===== config.mk =====
export PLATFORM = sky130hd
export DESIGN_NAME = pwm_sequencer
export DESIGN_NICKNAME = d
export VERILOG_FILES = /design/src/rtl/pwm_sequencer.sv
export SDC_FILE = /design/constraint.sdc
export NUM_CORES = 1
export LEC_CHECK = 0
export CAP_MARGIN = 15
export CORE_AREA = 3 3 161 163
export CTS_BUF_LIST = sky130_fd_sc_hd__clkbuf_4 sky130_fd_sc_hd__clkbuf_8
export CTS_CLUSTER_DIAMETER = 100
export CTS_CLUSTER_SIZE = 25
export DETAILED_ROUTE_END_ITERATION = 10
export DIE_AREA = 0 0 164 166
export GPL_ROUTABILITY_DRIVEN = 0
export HOLD_SLACK_MARGIN = 0.02
export SETUP_SLACK_MARGIN = 0.02
export SLEW_MARGIN = 10
export SYNTH_ARGS = -nofsm -noshare
export SYNTH_HDL_FRONTEND = slang
export SYNTH_SLANG_ARGS = --single-unit
export TNS_END_PERCENT = 50

===== constraint.sdc =====
create_clock -name clk -period 7 [get_ports clk]
set_clock_uncertainty 0.2 [all_clocks]
set_input_delay 0.7 -clock clk [delete_from_list [all_inputs] [get_ports clk]]
set_output_delay 0.7 -clock clk [all_outputs]
set_load 0.01 [all_outputs]

===== src/rtl/pwm_sequencer.sv =====
// Profile sequencer driving the configuration and reset of one pwm instance.
// It plays a small table of profiles in order and counts output pulses to know when to advance.
module pwm_sequencer #(
  parameter int DEPTH   = 4,
  parameter int REP_W   = 8,
  parameter int GAP_CYC = 2
) (
  input  logic                       clk,
  input  logic                       rst,
  input  logic                       wrEn,
  input  logic [$clog2(DEPTH)-1:0]   wrAddr,
  input  logic [15:0]                wrPeriod,
  input  logic [7:0]                 wrDuty,
  input  logic                       wrBurst,
  input  logic                       wrType,
  input  logic [REP_W-1:0]           wrReps,
  input  logic [$clog2(DEPTH):0]     numEntries,
  input  logic                       loop,
  input  logic                       start,
  input  logic                       stop,
  input  logic                       pwmIn,
  output logic [15:0]                period,
  output logic [7:0]                 dutyCycle,
  output logic                       modeBurst,
  output logic                       typeBurst,
  output logic                       pwmRst,
  output logic                       busy,
  output logic                       done,
  output logic [$clog2(DEPTH)-1:0]   curIdx
);
  localparam int AW    = $clog2(DEPTH);
  localparam int CNT_W = AW + 1;
  localparam int GAP_W = $clog2(GAP_CYC + 1);

  typedef enum logic [2:0] {S_IDLE, S_LOAD, S_RUN, S_NEXT, S_DONE} state_t;

  state_t             state_q, state_d;
  logic [AW-1:0]      idx_q, idx_d;
  logic [CNT_W-1:0]   cnt_q, cnt_d;
  logic [REP_W-1:0]   rem_q, rem_d;
  logic [GAP_W-1:0]   gap_q, gap_d;
  logic               pin_q;
  logic [15:0]        period_q, period_d;
  logic [7:0]         duty_q, duty_d;
  logic               mb_q, mb_d, tb_q, tb_d;
  logic               pwmRst_q, pwmRst_d, busy_q, busy_d, done_q, done_d;

  logic [15:0]        tPeriod_q [DEPTH];
  logic [7:0]         tDuty_q   [DEPTH];
  logic               tBurst_q  [DEPTH];
  logic               tType_q   [DEPTH];
  logic [REP_W-1:0]   tReps_q   [DEPTH];

  logic               rise, found, launch;
  logic [AW-1:0]      nidx;
  logic [CNT_W-1:0]   eff, cnt_use;
  int                 lo;

  always_ff @(posedge clk or posedge rst) begin
    if (rst) begin
      for (int i = 0; i < DEPTH; i++) begin
        tPeriod_q[i] <= '0;
        tDuty_q[i]   <= '0;
        tBurst_q[i]  <= 1'b0;
        tType_q[i]   <= 1'b0;
        tReps_q[i]   <= '0;
      end
    end else if (wrEn && state_q == S_IDLE) begin
      tPeriod_q[wrAddr] <= wrPeriod;
      tDuty_q[wrAddr]   <= (wrDuty > 8'd100) ? 8'd100 : wrDuty;
      tBurst_q[wrAddr]  <= wrBurst;
      tType_q[wrAddr]   <= wrType;
      tReps_q[wrAddr]   <= wrReps;
    end
  end

  always_ff @(posedge clk or posedge rst) begin
    if (rst) begin
      state_q  <= S_IDLE;
      idx_q    <= '0;
      cnt_q    <= '0;
      rem_q    <= '0;
      gap_q    <= '0;
      pin_q    <= 1'b0;
      period_q <= '0;
      duty_q   <= '0;
      mb_q     <= 1'b0;
      tb_q     <= 1'b0;
      pwmRst_q <= 1'b1;
      busy_q   <= 1'b0;
      done_q   <= 1'b0;
    end else begin
      state_q  <= state_d;
      idx_q    <= idx_d;
      cnt_q    <= cnt_d;
      rem_q    <= rem_d;
      gap_q    <= gap_d;
      pin_q    <= pwmIn;
      period_q <= period_d;
      duty_q   <= duty_d;
      mb_q     <= mb_d;
      tb_q     <= tb_d;
      pwmRst_q <= pwmRst_d;
      busy_q   <= busy_d;
      done_q   <= done_d;
    end
  end

  always_comb begin
    state_d  = state_q;
    idx_d    = idx_q;
    cnt_d    = cnt_q;
    rem_d    = rem_q;
    gap_d    = gap_q;
    period_d = period_q;
    duty_d   = duty_q;
    mb_d     = mb_q;
    tb_d     = tb_q;
    pwmRst_d = pwmRst_q;
    busy_d   = busy_q;
    done_d   = 1'b0;
    launch   = 1'b0;
    rise     = pwmIn & ~pin_q;
    eff      = (numEntries > CNT_W'(DEPTH)) ? CNT_W'(DEPTH) : numEntries;
    cnt_use  = (state_q == S_IDLE) ? eff : cnt_q;
    lo       = (state_q == S_IDLE) ? 0 : int'(idx_q) + 1;

    // Invalid entries are jumped over in a single step: search forward, then wrap if looping.
    found = 1'b0;
    nidx  = '0;
    for (int j = 0; j < DEPTH; j++) begin
      if (!found && j >= lo && j < int'(cnt_use) && tReps_q[j] != '0 && tPeriod_q[j] != '0) begin
        found = 1'b1;
        nidx  = AW'(j);
      end
    end
    for (int j = 0; j < DEPTH; j++) begin
      if (!found && loop && j < int'(cnt_use) && tReps_q[j] != '0 && tPeriod_q[j] != '0) begin
        found = 1'b1;
        nidx  = AW'(j);
      end
    end

    case (state_q)
      S_IDLE: begin
        pwmRst_d = 1'b1;
        busy_d   = 1'b0;
        if (start && eff != '0) begin
          cnt_d  = eff;
          launch = 1'b1;
        end
      end
      S_LOAD: begin
        if (gap_q == '0) begin
          state_d  = S_RUN;
          pwmRst_d = 1'b0;
        end else begin
          gap_d = gap_q - 1'b1;
        end
      end
      S_RUN: begin
        if (rise) begin
          if (rem_q != '0) rem_d = rem_q - 1'b1;
          if (rem_q <= REP_W'(1)) state_d = S_NEXT;
        end
      end
      S_NEXT: launch = 1'b1;
      S_DONE: begin
        state_d  = S_IDLE;
        busy_d   = 1'b0;
        pwmRst_d = 1'b1;
      end
      default: state_d = S_IDLE;
    endcase

    if (launch) begin
      busy_d = 1'b1;
      if (found) begin
        state_d  = S_LOAD;
        idx_d    = nidx;
        period_d = tPeriod_q[nidx];
        duty_d   = tDuty_q[nidx];
        mb_d     = tBurst_q[nidx];
        tb_d     = tType_q[nidx];
        rem_d    = tReps_q[nidx];
        gap_d    = GAP_W'(GAP_CYC - 1);
        pwmRst_d = 1'b1;
      end else begin
        state_d = S_DONE;
        done_d  = 1'b1;
      end
    end

    if (stop) begin
      state_d  = S_IDLE;
      busy_d   = 1'b0;
      pwmRst_d = 1'b1;
      done_d   = 1'b0;
    end
  end

  assign period    = period_q;
  assign dutyCycle = duty_q;
  assign modeBurst = mb_q;
  assign typeBurst = tb_q;
  assign pwmRst    = pwmRst_q;
  assign busy      = busy_q;
  assign done      = done_q;
  assign curIdx    = idx_q;
endmodule


---- Word level (Yosys, flattened, before mapping) ----
Cells that the tools add are included.
word-level totals
  bits of input ports ..................... 46
  output and inout port bits .............. 31
  word-level logic and storage cells ...... 195
  register bits after elaboration ......... 184
operators by class
  eq/ne operators ......................... 8
  mux-type cells .......................... 74
  bitwise gates (word level) .............. 4
  order comparisons ....................... 14
  reductions and logical operators ........ 59
  $add $sub $neg .......................... 3
operator list
  cell                 count
  $mux 8               11
  $bwmux 32            2
  $bwmux 64            1
  $reduce_bool 16->1   4
  $mux 16              3
  $reduce_bool 8->1    5
  $logic_and 1x1->1    34
  $bmux 16 s2          1
  $bmux 8 s2           2
  $demux 16 s2         1
  $mux 3               9
  $mux 1               25
  $mux 2               10
  $demux 8 s2          1
  $ne 4x4->1 const B   3
  $pmux 3 s3           1
  $bwmux 4             2
  $gt 8x7->1 const B   1
  $le 8x1->1 const B   1
  $sub 8x1->8 const B  1
  $logic_not 1->1      7
  $eq 3x2->1 const B   2
  $ge 1x3->1 const A   2
  $ge 2x3->1 const A   2
  other kinds (22)     31

---- Longest topological paths before layout ----
Gate-level depths: netlist of run 1.
  depth after elaboration ................. 56
  mapped depth ............................ 12
  mapped depth without buffers ............ 9

---- Least setup slack after synthesis of run 1 ----
Ideal clock, no wire load.
  kind .................................... in2reg
  start ................................... input numEntries[0]
  end ..................................... register duty_q[1] (netlist: dutyCycle[1])
  required time ........................... 6.662 ns
  buffers on the path ..................... 2
  library setup time ...................... 0.138 ns
  arrival time ............................ 2.248 ns
  path slack .............................. 4.414 ns
  cell stages on the path ................. 9
  path through ............................ nor3_1 > nor2_2 > o2111ai_1 > o211ai_1 > a21oi_4 > or2_1 > buf_2 > buf_2 > o221ai_1
between the ends
  longest elaborated chain between the ends .. 54
  elaborated cells on any way between the ends .. 69
  classes of those cells .................. order compare (5); mux (22); bitwise (1); reduce/logical (41)
ends and longest elaborated chain
  item                                        line      source
  start: declaration                          17        input logic [$clog2(DEPTH):0] numEntries,
  $gt 3x3->1                                  124       eff = (numEntries > CNT_W'(DEPTH)) ? CNT_W'(DEPTH) : numEntries;
  $mux 3 (*)                                  124
  $mux 3                                      125       cnt_use = (state_q == S_IDLE) ? eff : cnt_q;
  $lt 1x3->1                                  132, 138
  $logic_and 1x1->1 (3 in series)             132       if (!found && j >= lo && j < int'(cnt_use) && tReps_q[j] != '0 && tPeriod_q[j] != '0) begin
  $mux 1                                      132
  $logic_not 1->1                             132
  $logic_and 1x1->1 (4 in series)             132
  [... 26 more ...]                           n/a
  $logic_and 1x1->1 (4 in series)             138       if (!found && loop && j < int'(cnt_use) && tReps_q[j] != '0 && tPeriod_q[j] != '0) begin
  $mux 1                                      138
  $logic_not 1->1                             138
  $logic_and 1x1->1 (4 in series)             138
  $mux 2                                      138
  $not 2->3 (not written as such)             182       duty_d = tDuty_q[nidx];
  $bmux 8 s2                                  182
  $mux 8 (not written as such) (2 in series)  182
  end signal: assignment                      100       duty_q <= duty_d;
  end: declaration                            44        logic [7:0] duty_q, duty_d;
Mark *: on every way between the ends. The rest lies on a longest branch, timed or not. The select of a mux whose other input is x is not followed.
A chain may end at the register's enable or synchronous reset.

---- Worst setup path after layout of run 1 ----
  start ................................... register tPeriod_q[11] (netlist bit)
  end ..................................... register rem_q[3]
between the ends
  longest elaborated chain between the ends .. 33
  elaborated cells on any way between the ends .. 38
  classes of those cells .................. mux (15); bitwise (1); reduce/logical (22)
ends and longest elaborated chain
  item                                        line      source
  start: declaration                          48        logic [15:0] tPeriod_q [DEPTH];
  start signal: indexed assignment            69        tPeriod_q[wrAddr] <= wrPeriod;
  $reduce_bool 16->1 (*)                      132, 138
  $logic_and 1x1->1                           132
  $mux 1                                      132
  $logic_not 1->1                             138
  $logic_and 1x1->1 (4 in series)             138
  $mux 1                                      138
  $logic_not 1->1                             138
  $logic_and 1x1->1 (4 in series)             138
  [... 8 more ...]                            n/a
  $logic_and 1x1->1 (4 in series)             138
  $mux 2                                      138
  $not 2->3 (not written as such)             185       rem_d = tReps_q[nidx];
  $bmux 8 s2                                  185
  $mux 8 (not written as such) (2 in series)  185
  $mux 8 (*)                                  178       if (found) begin
  $mux 8 (*)                                  176       if (launch) begin
  named net rem_d[3]                          40        logic [REP_W-1:0] rem_q, rem_d;
  end signal: assignment                      96        rem_q <= rem_d;
  end: declaration                            40
The timed path passes the listed nets; every way through them passes the cells marked *. The select of a mux whose other input is x is not followed.

==> metrics.cfg, run 1 <==
[power]
p_per_area_mw_per_mm2=349
total_power_mw=3.48
p_switching_mw=1.25
p_leak_nw=4.22
p_sw_share_pct=36.0
p_seq_share_pct=47.7
ir_drop_uv=173
internal_power_mw=2.23
comb_power_share_pct=31.7
clockPowerShare_pct=20.6

[critical_path]
crit_buf_inv=1
slowest_delay_ps=570
path_class=flip-flop to flip-flop
crit_top_cell=nand4_1
arrival_ps=4180
critPathRequiredTime_ps=7150
crit_family=simple AND/OR/NAND/NOR gates
worst_path_max_delay_cell=nor4_1
critPathMaxFanout=38
critPathLaunchType=flip-flop
cp_cell_sequence=nor4_1 -> nand4_1 -> o211ai_1 -> o31a_2 -> nand4_1 -> nand2_1 -> buf_4 -> nor2_1 -> a221oi_1
crit_path_end_kind=flip-flop

[die]
die_h_um=166
rows=57
core_mm2=0.0245
initial_core_util_pct=35.0
die_x_um=164
die_area_mm2=0.0272
io_pins=77

[outcome]
run_status=completed

[worst_hold_path]
worstHoldPathType=flip-flop to flip-flop

[place]
io_buffer_count=76
numPlacedInstances=1135
hpwl_um=14000

[clock_network]
path_clk_slew_ps=120
hold_buffers=0
post_cts_buffers=0
clockBufferDepth=2
cts_tree=built
clock_latency_ps=470
cts-root-buf=clkbuf_8
cts.sinks=184
cts_made_buffers=17
post_cts_resized=0
htreeDepth=4

[finish]
final_cell_mix=dfrtp_1 (183), nand2_1 (162), mux2_2 (80), clkdlybuf4s50_1 (76), mux2i_1 (69)
final_net_count=880
antenna_cells=0
syn_to_final_growth_pct=16.3
layout_commonest_cell=dfrtp_1
final_cells=1167
drive_gt1_share_pct=15.8

[route]
drcViolationCount=0
drt_iter0_markers=482
via_count=6055
wl_um=21300
dr.pass1.iters=5
wire_per_inst_um=18.2
ant_nets=0
viasPerCell=5.19

[yosys]
postSynthAreaPerCell_um2=11.2
ys_warn_count=0
ys.flop_type=dfrtp_1
ys_types=57
synth-edff-count=0
syn_nets=818
yosys-top-cells-area=dfrtp_1 (53%), mux2_2 (11%), mux2i_1 (8.1%)
syn_area_mm2=0.00857
seq_area_frac_synth_pct=53.7
syn_inst=768
yosysTopAreaCell=dfrtp_1
netlist.area_leader.share_pct=53.4
async_flop_share_pct=100
ys_ff_latch=184

[timing]
rsz0062_at_grt=false
final-max-slew-violation-count=0
tns_ps=0
fin_crit_ps=4030
max_freq_mhz=248
finalSetupViolations=0
timing.slew.headroom_pct=29.3
hold_viol_final=0
fin_crit_sh_pct=57.6
tightest_slew_ps=1060

[global_route]
grt_pass1_wl_um=34600
grt_remaining_overflow=0
grt_pass1_vias=6191
grt_max_degree=80
antenna_found_initial=0
grt.total_usage_pct=16.1

[run]
cap_violations=0

[layer usage]
layer	vias to the layer above	GRT usage, %	routed length [um]
li1	2909	-	-
met3	19	3.44	991
met1	3002	23.4	10300
met2	125	25.3	9820
met5	-	0	0
met4	0	3.02	204
[synth_stat cells (all sizes together) (2+ instances only)]
| cell type | n |
|---|---|
| nand2b | 5 |
| nor3b | 4 |
| nand2 | 162 |
| nand3 | 2 |
| nand4 | 6 |
| a221oi | 8 |
| or2 | 2 |
| o221ai | 26 |
| and3 | 4 |
| nor3 | 7 |
| o21ai | 47 |
| a21oi | 10 |
| clkbuf | 18 |
| nand3b | 2 |
| buf | 23 |
| mux2i | 69 |
| nor4 | 27 |
| o211ai | 3 |
| o31a | 2 |
| o2bb2ai | 2 |
| nor2b | 5 |
| o2111ai | 4 |
| mux2 | 80 |
| and2 | 9 |
| o2111a | 2 |
| a31oi | 2 |
| dfrtp | 183 |
| or3 | 2 |
| a21o | 5 |
| ha | 4 |
| inv | 4 |
| nor2 | 26 |
[cells by family after synthesis]
logic type,count (synthesis),synth area share [%]
xor gates and xnor gates,1,0.102
muxes,149,18.6
DFF,184,53.7
adders and majority gates,4,0.584
buffers and inverters,45,3.05
and+or+nand+nor,266,14.3
AOI/OAI and AO/OA,119,9.66
[worst reg2reg max path, stage by stage (launching register included)]
cell	delay (ps)
dfrtp_1	420
nor4_1	570
nand4_1	460
o211ai_1	270
o31a_2	240
nand4_1	440
nand2_1	210
buf_4	480
nor2_1	230
a221oi_1	390
[area by class of cell]
cell class              count  area [um2]
fillers                  2367       14500
flip-flops and latches    184        4610
multi-input cells         539        3720
repair buffers             84         821
well taps                 324         405
clock buffers              18         241
clock inverters            14         154
inverters                   4        20.0
[state kept, by name, summed over array words and instances (netlist names), 3 cells and up]
name,count
rem_q,8
state_q,3
dutyCycle,8
tReps_q,32
tDuty_q,32
tType_q,4
cnt_q,3
period,16
tBurst_q,4
tPeriod_q,64
[stage by stage]
stage	utilization [%]	instance area, um2	setup WS, ps	hold WS (ps)
after detailed placement	39.1	9570	2860	267
after floorplan	-	8570	1100	245
after CTS	40.8	9970	3150	292
after global routing	40.8	9970	2840	310
after global placement	39.1	9570	3040	257
final	40.8	9970	2970	287
[final timing paths]
path,start,to,slack [ps],cells after the start
worst min register to register,tType_q[3],tType_q[3],290,2
min in group asynchronous,rst,cnt_q[0],440,2
max in group asynchronous,rst,period[8],4810,3
worst min-delay path,tType_q[3],tType_q[3],290,2
worst max register to register,tPeriod_q[11],rem_q[3],2970,9
worst max-delay path,tPeriod_q[11],rem_q[3],2970,9
[power by group through the flow]
stage | Clock [mW] | Combinational [mW] | Sequential, mW
finish | 0.715 | 1.10 | 1.66
global route | 0.781 | 1.22 | 1.70
CTS | 0.739 | 1.12 | 1.66
detailed placement | 0 | 1.11 | 1.68
global placement | 0 | 1.09 | 1.67
floorplan | 0 | 0.776 | 1.61
Note: power is estimated with default switching activity, not from simulation.
==> inputs of run 2 (changes only) <==
clock period = 3.7 ns   (was 7 ns; I/O delays follow)
==> run 2 against run 1 <==
Compared with the run above:
- cell count rose by 0.86%
- via count up 2.1%
- die area stayed put
- clock power rose by 97%
- critical path depth unchanged
- critical path type unchanged
- critical endpoint is now rem_q[1]
==> metrics.cfg, run 2 (synthesis gave the netlist of run 1 again) <==
[route]
ant_nets=0
via_count=6181
wl_um=21500
viasPerCell=5.25
dr.pass1.iters=5
drt_iter0_markers=437
wire_per_inst_um=18.3
drcViolationCount=0

[finish]
layout_commonest_cell=dfrtp_1
drive_gt1_share_pct=16.6
final_net_count=890
antenna_cells=0
final_cell_mix=dfrtp_1 (183), nand2_1 (162), mux2_2 (80), clkdlybuf4s50_1 (76), mux2i_1 (69)
largest_reg_flops=64
seq_area_mm2=0.00461
syn_to_final_growth_pct=18.2
nFillCells=2373
multi_input_area_mm2=0.00372
reg_top3=tPeriod_q: 64 flops, tDuty_q: 32 flops, tReps_q: 32 flops
top_register=tPeriod_q
postLayoutCellArea_mm2=0.0101

[clock_network]
clockBufferDepth=2
cts_tree=built
htreeDepth=4
post_cts_resized=0
path_clk_slew_ps=100
clock_latency_ps=460
cts-root-buf=clkbuf_8
cts.sinks=184
cts_made_buffers=17

[timing]
final-max-slew-violation-count=0
hold_viol_final=0
fin_crit_sh_pct=83.9
hold_ws_ps=203
tightest_slew_ps=808
timing.slew.headroom_pct=46.1
tns_ps=0
finalSetupViolations=0
rsz0062_at_grt=false
fin_crit_ps=3100
max_freq_mhz=322

[global_route]
grt.total_usage_pct=16.4
grt_remaining_overflow=0
grt_pass1_wl_um=35300
grt_max_degree=112
antenna_found_initial=0
grt_pass1_vias=6313

[power]
p_per_area_mw_per_mm2=662
ir_drop_uv=252
p_leak_nw=4.30

[run]
cap_violations=0

[die]
die_x_um=164
die_h_um=166
core_mm2=0.0245
io_pins=77
rows=57
initial_core_util_pct=35.0
die_area_mm2=0.0272

[worst_hold_path]
hold_depth=1
worstHoldPathType=primary input to flip-flop

[place]
io_buffer_count=76
hpwl_um=14300
placed_area_mm2=0.00970

[critical_path]
crit_path_end_kind=flip-flop
arrival_ps=3260
path_class=flip-flop to flip-flop
critPathMaxFanout=14
reg2regPathDepth=9
critPathLaunchType=flip-flop
critPathRequiredTime_ps=3860

[outcome]
run_status=completed

## run 2: worst max-delay path: stages, from the launching register on
cell and delay [ps]:
dfrtp_1 430, nor4_1 500, nand4_1 340, o211ai_1 270
o21ai_0 220, a21oi_4 230, buf_4 280, mux2i_1 220
mux2i_1 90, a221oi_1 200
## run 2: power breakdown
group / total, mW / internal [mW] / switching, mW
combinational: 2.16 / 1.12 / 1.04
sequential: 3.13 / 2.63 / 0.507
clock: 1.41 / 0.648 / 0.766
total: 6.71 / 4.39 / 2.31
## run 2: cell type report
| type | instances | area share (%) |
|---|---|---|
| clock inverters | 13 | 1.59 |
| well taps | 324 | 4.00 |
| inverters | 4 | 0.185 |
| flip-flops and latches | 184 | 45.5 |
| repair buffers | 94 | 9.49 |
| clock buffers | 19 | 2.52 |
| multi-input cells | 539 | 36.7 |
## run 2: final timing paths
path | slack, ps | startpoint | to
max | 600 | tPeriod_q[56] | rem_q[1]
min | 200 | pwmIn | pin_q
max reg2reg | 600 | tPeriod_q[56] | rem_q[1]
min reg2reg | 290 | tDuty_q[1] | tDuty_q[1]
max in group asynchronous | 1930 | rst | cnt_q[1]
min in group asynchronous | 520 | rst | tDuty_q[26]
## run 2: repair_timing
action | 4_1_cts | 5_1_grt
endpoints found under the hold margin | 3 | 0
buffers inserted | 0 | 0
hold buffers | 1 | 0
setup endpoints to repair | 0 | 0
## run 2: routing by layer
layer	vias to the layer above	share of wire [%]	track usage, %
li1	2921	-	-
met1	3100	49	23.7
met2	143	46	25.5
met3	17	3.9	3.24
met4	0	0.94	3.75
met5	-	0	0
## run 2: per-stage QoR
stage               instances  setup slack [ps]  utilization (%)  power [mW]
CTS                      1177               693             41.4        6.77
global route             1177               423             41.4        7.14
floorplan                 768               766                -        4.52
detailed placement       1144               674             39.7        5.34
global placement         1144               661             39.7        5.30
finish                   1177               597             41.4        6.71
==> inputs of run 3 (changes only) <==
clock period = 2.8 ns   (was 3.7 ns; I/O delays follow)
==> run 3 against run 2 <==
Compared with the run above:
- the flow now finishes with violations (negative setup slack)
- combinational power increased by 95%
- critical path depth up 3
- fmax increased by 7.5%
- routed wire length up 8.9%
- clock-buffer cell count up 1
- global-route usage up 1.1 points
- register-to-register slack worse by 680 ps
- critical path type unchanged
- highest routed layer unchanged
==> metrics.cfg, run 3 (synthesis gave the netlist of run 1 again) <==
[timing]
max_freq_mhz=346
finalSetupViolations=27
tightest_slew_ps=592
setup_slack_ps=-87.5
hold_ws_ps=101
tns_ps=-1020
rsz0062_at_grt=true
final-max-slew-violation-count=0
fin_crit_ps=2890
timing.slew.headroom_pct=60.5
fin_crit_sh_pct=103
hold_viol_final=0

[critical_path]
crit_family=compound AO/OA/AOI/OAI gates
path_class=flip-flop to flip-flop
worst_path_max_delay_cell=dfrtp_1
slowest_delay_ps=410
critPathRequiredTime_ps=2980
critPathLaunchType=flip-flop
cp_cell_sequence=nor4_2 -> buf_4 -> nand4_1 -> buf_4 -> o211ai_1 -> o31a_2 -> buf_4 -> a32o_2 -> buf_12 -> mux2i_1 -> mux2_4 -> o21ai_2
crit_buf_inv=4
crit_top_cell=buf_4
critPathMaxFanout=4
crit_path_end_kind=flip-flop
arrival_ps=3070

[global_route]
grt.total_usage_pct=17.5
grt_pass1_vias=6746
grt.busiest_layer=met2
grt_remaining_overflow=0
grt_pass1_wl_um=37500
grt_max_degree=75
use_met1_pct=25.1
antenna_found_initial=1
globalRouteMet2Util_pct=27.7
met3_usage_pct=3.12

[route]
wire_per_inst_um=18.4
ant_nets=0
drcViolationCount=0
viasPerCell=5.13
wl_um=23500
drt_iter0_markers=346
via_count=6519
dr.pass1.iters=4

[finish]
layout_commonest_cell=dfrtp_1
syn_to_final_growth_pct=33.9
reg_top3=tPeriod_q: 64 flops, tDuty_q: 32 flops, tReps_q: 32 flops
final_cells=1272
largest_reg_flops=64
final_cell_mix=dfrtp_1 (183), nand2_1 (161), buf_4 (81), mux2_2 (79), clkdlybuf4s50_1 (76)
final_net_count=984
postLayoutCellArea_mm2=0.0115
drive_gt1_share_pct=31.2
top_register=tPeriod_q

[power]
p_seq_share_pct=40.3
clockPowerShare_pct=18.7
p_sw_share_pct=34.4
comb_power_share_pct=41.0
ir_drop_uv=386
p_per_area_mw_per_mm2=896
internal_power_mw=6.75
p_switching_mw=3.54
p_leak_nw=4.91

[die]
initial_core_util_pct=35.0
core_mm2=0.0245
io_pins=77
die_area_mm2=0.0272
die_h_um=166
rows=57
die_x_um=164

[outcome]
run_status=complete, but fails checks
failed_checks=negative setup slack

[clock_network]
cts.sinks=184
clock_latency_ps=460
clockBufferDepth=2
path_clk_slew_ps=100
htreeDepth=4
cts_made_buffers=17
cts_tree=built
cts-root-buf=clkbuf_8

[worst_hold_path]
worstHoldPathType=primary input to flip-flop

[place]
hpwl_um=15000
io_buffer_count=76
numPlacedInstances=1218
placed_area_mm2=0.0103
dp_slack_ps=-134

[run]
cap_violations=0

run 3: cell count changes in the layout (fill, tap and decap cells not counted), moves of 7 or more:
cell and delta:
buf_12 +8, buf_6 +10, buf_4 +69, o221ai_2 +17, nor4_1 -7, nor4_2 +7
o221ai_1 -17, a221oi_1 -7, mux2i_4 +7, a221oi_2 +7, mux2i_2 +12, mux2i_1 -19
run 3: per-stage QoR:
step	utilization, %	power (mW)
2_1_floorplan	-	5.97
3_3_place_gp	42.1	7.42
3_5_place_dp	42.1	7.47
4_1_cts	45.4	9.87
5_1_grt	46.9	10.9
6_report	46.9	10.3
run 3: per-layer routing:
metal  share of wire, %  routed length, um
met1                 48              11300
met2                 47              11100
met3                3.4                804
met4                1.4                333
met5                  0                  0
run 3: area by class of cell:
cell class | instances | area, um2
antenna | 1 | 2.50
clock buffer | 20 | 275
clock inverter | 12 | 155
fill | 2275 | 13000
inverter | 4 | 18.8
multi-input combinational | 540 | 4120
sequential | 184 | 4610
tap | 324 | 405
timing repair buffer | 187 | 1900
run 3: path summary, 6_finish.rpt:
kind / startpoint / slack (ps) / cells past startpoint / end
worst max-delay path: tPeriod_q[11] / -90 / 12 / rem_q[0]
worst min-delay path: pwmIn / 100 / 1 / pin_q
worst max register to register: tPeriod_q[11] / -90 / 12 / rem_q[0]
worst min register to register: tBurst_q[3] / 280 / 2 / tBurst_q[3]
max in group asynchronous: rst / 1180 / 4 / pwmRst
min in group asynchronous: rst / 480 / 3 / dutyCycle[2]
run 3: power by group through the flow:
stage                     combinational (mW)  sequential (mW)  clock (mW)
after global placement                  3.30             4.12           0
after detailed placement                3.34             4.13           0
final                                   4.21             4.15        1.93
after CTS                               3.80             4.09        1.98
after global routing                    4.55             4.25        2.08
after floorplan                         1.94             4.03           0
run 3: repair_timing:
action / 4_1_cts / 5_1_grt
buffers inserted: 9 / 4
hold buffers: 1 / 0
pin swaps: 12 / 17
endpoints found under the hold margin: 7 / 0
cloned: 5 / 3
gates resized for setup: 40 / 57
endpoints found under the setup margin: 35 / 36
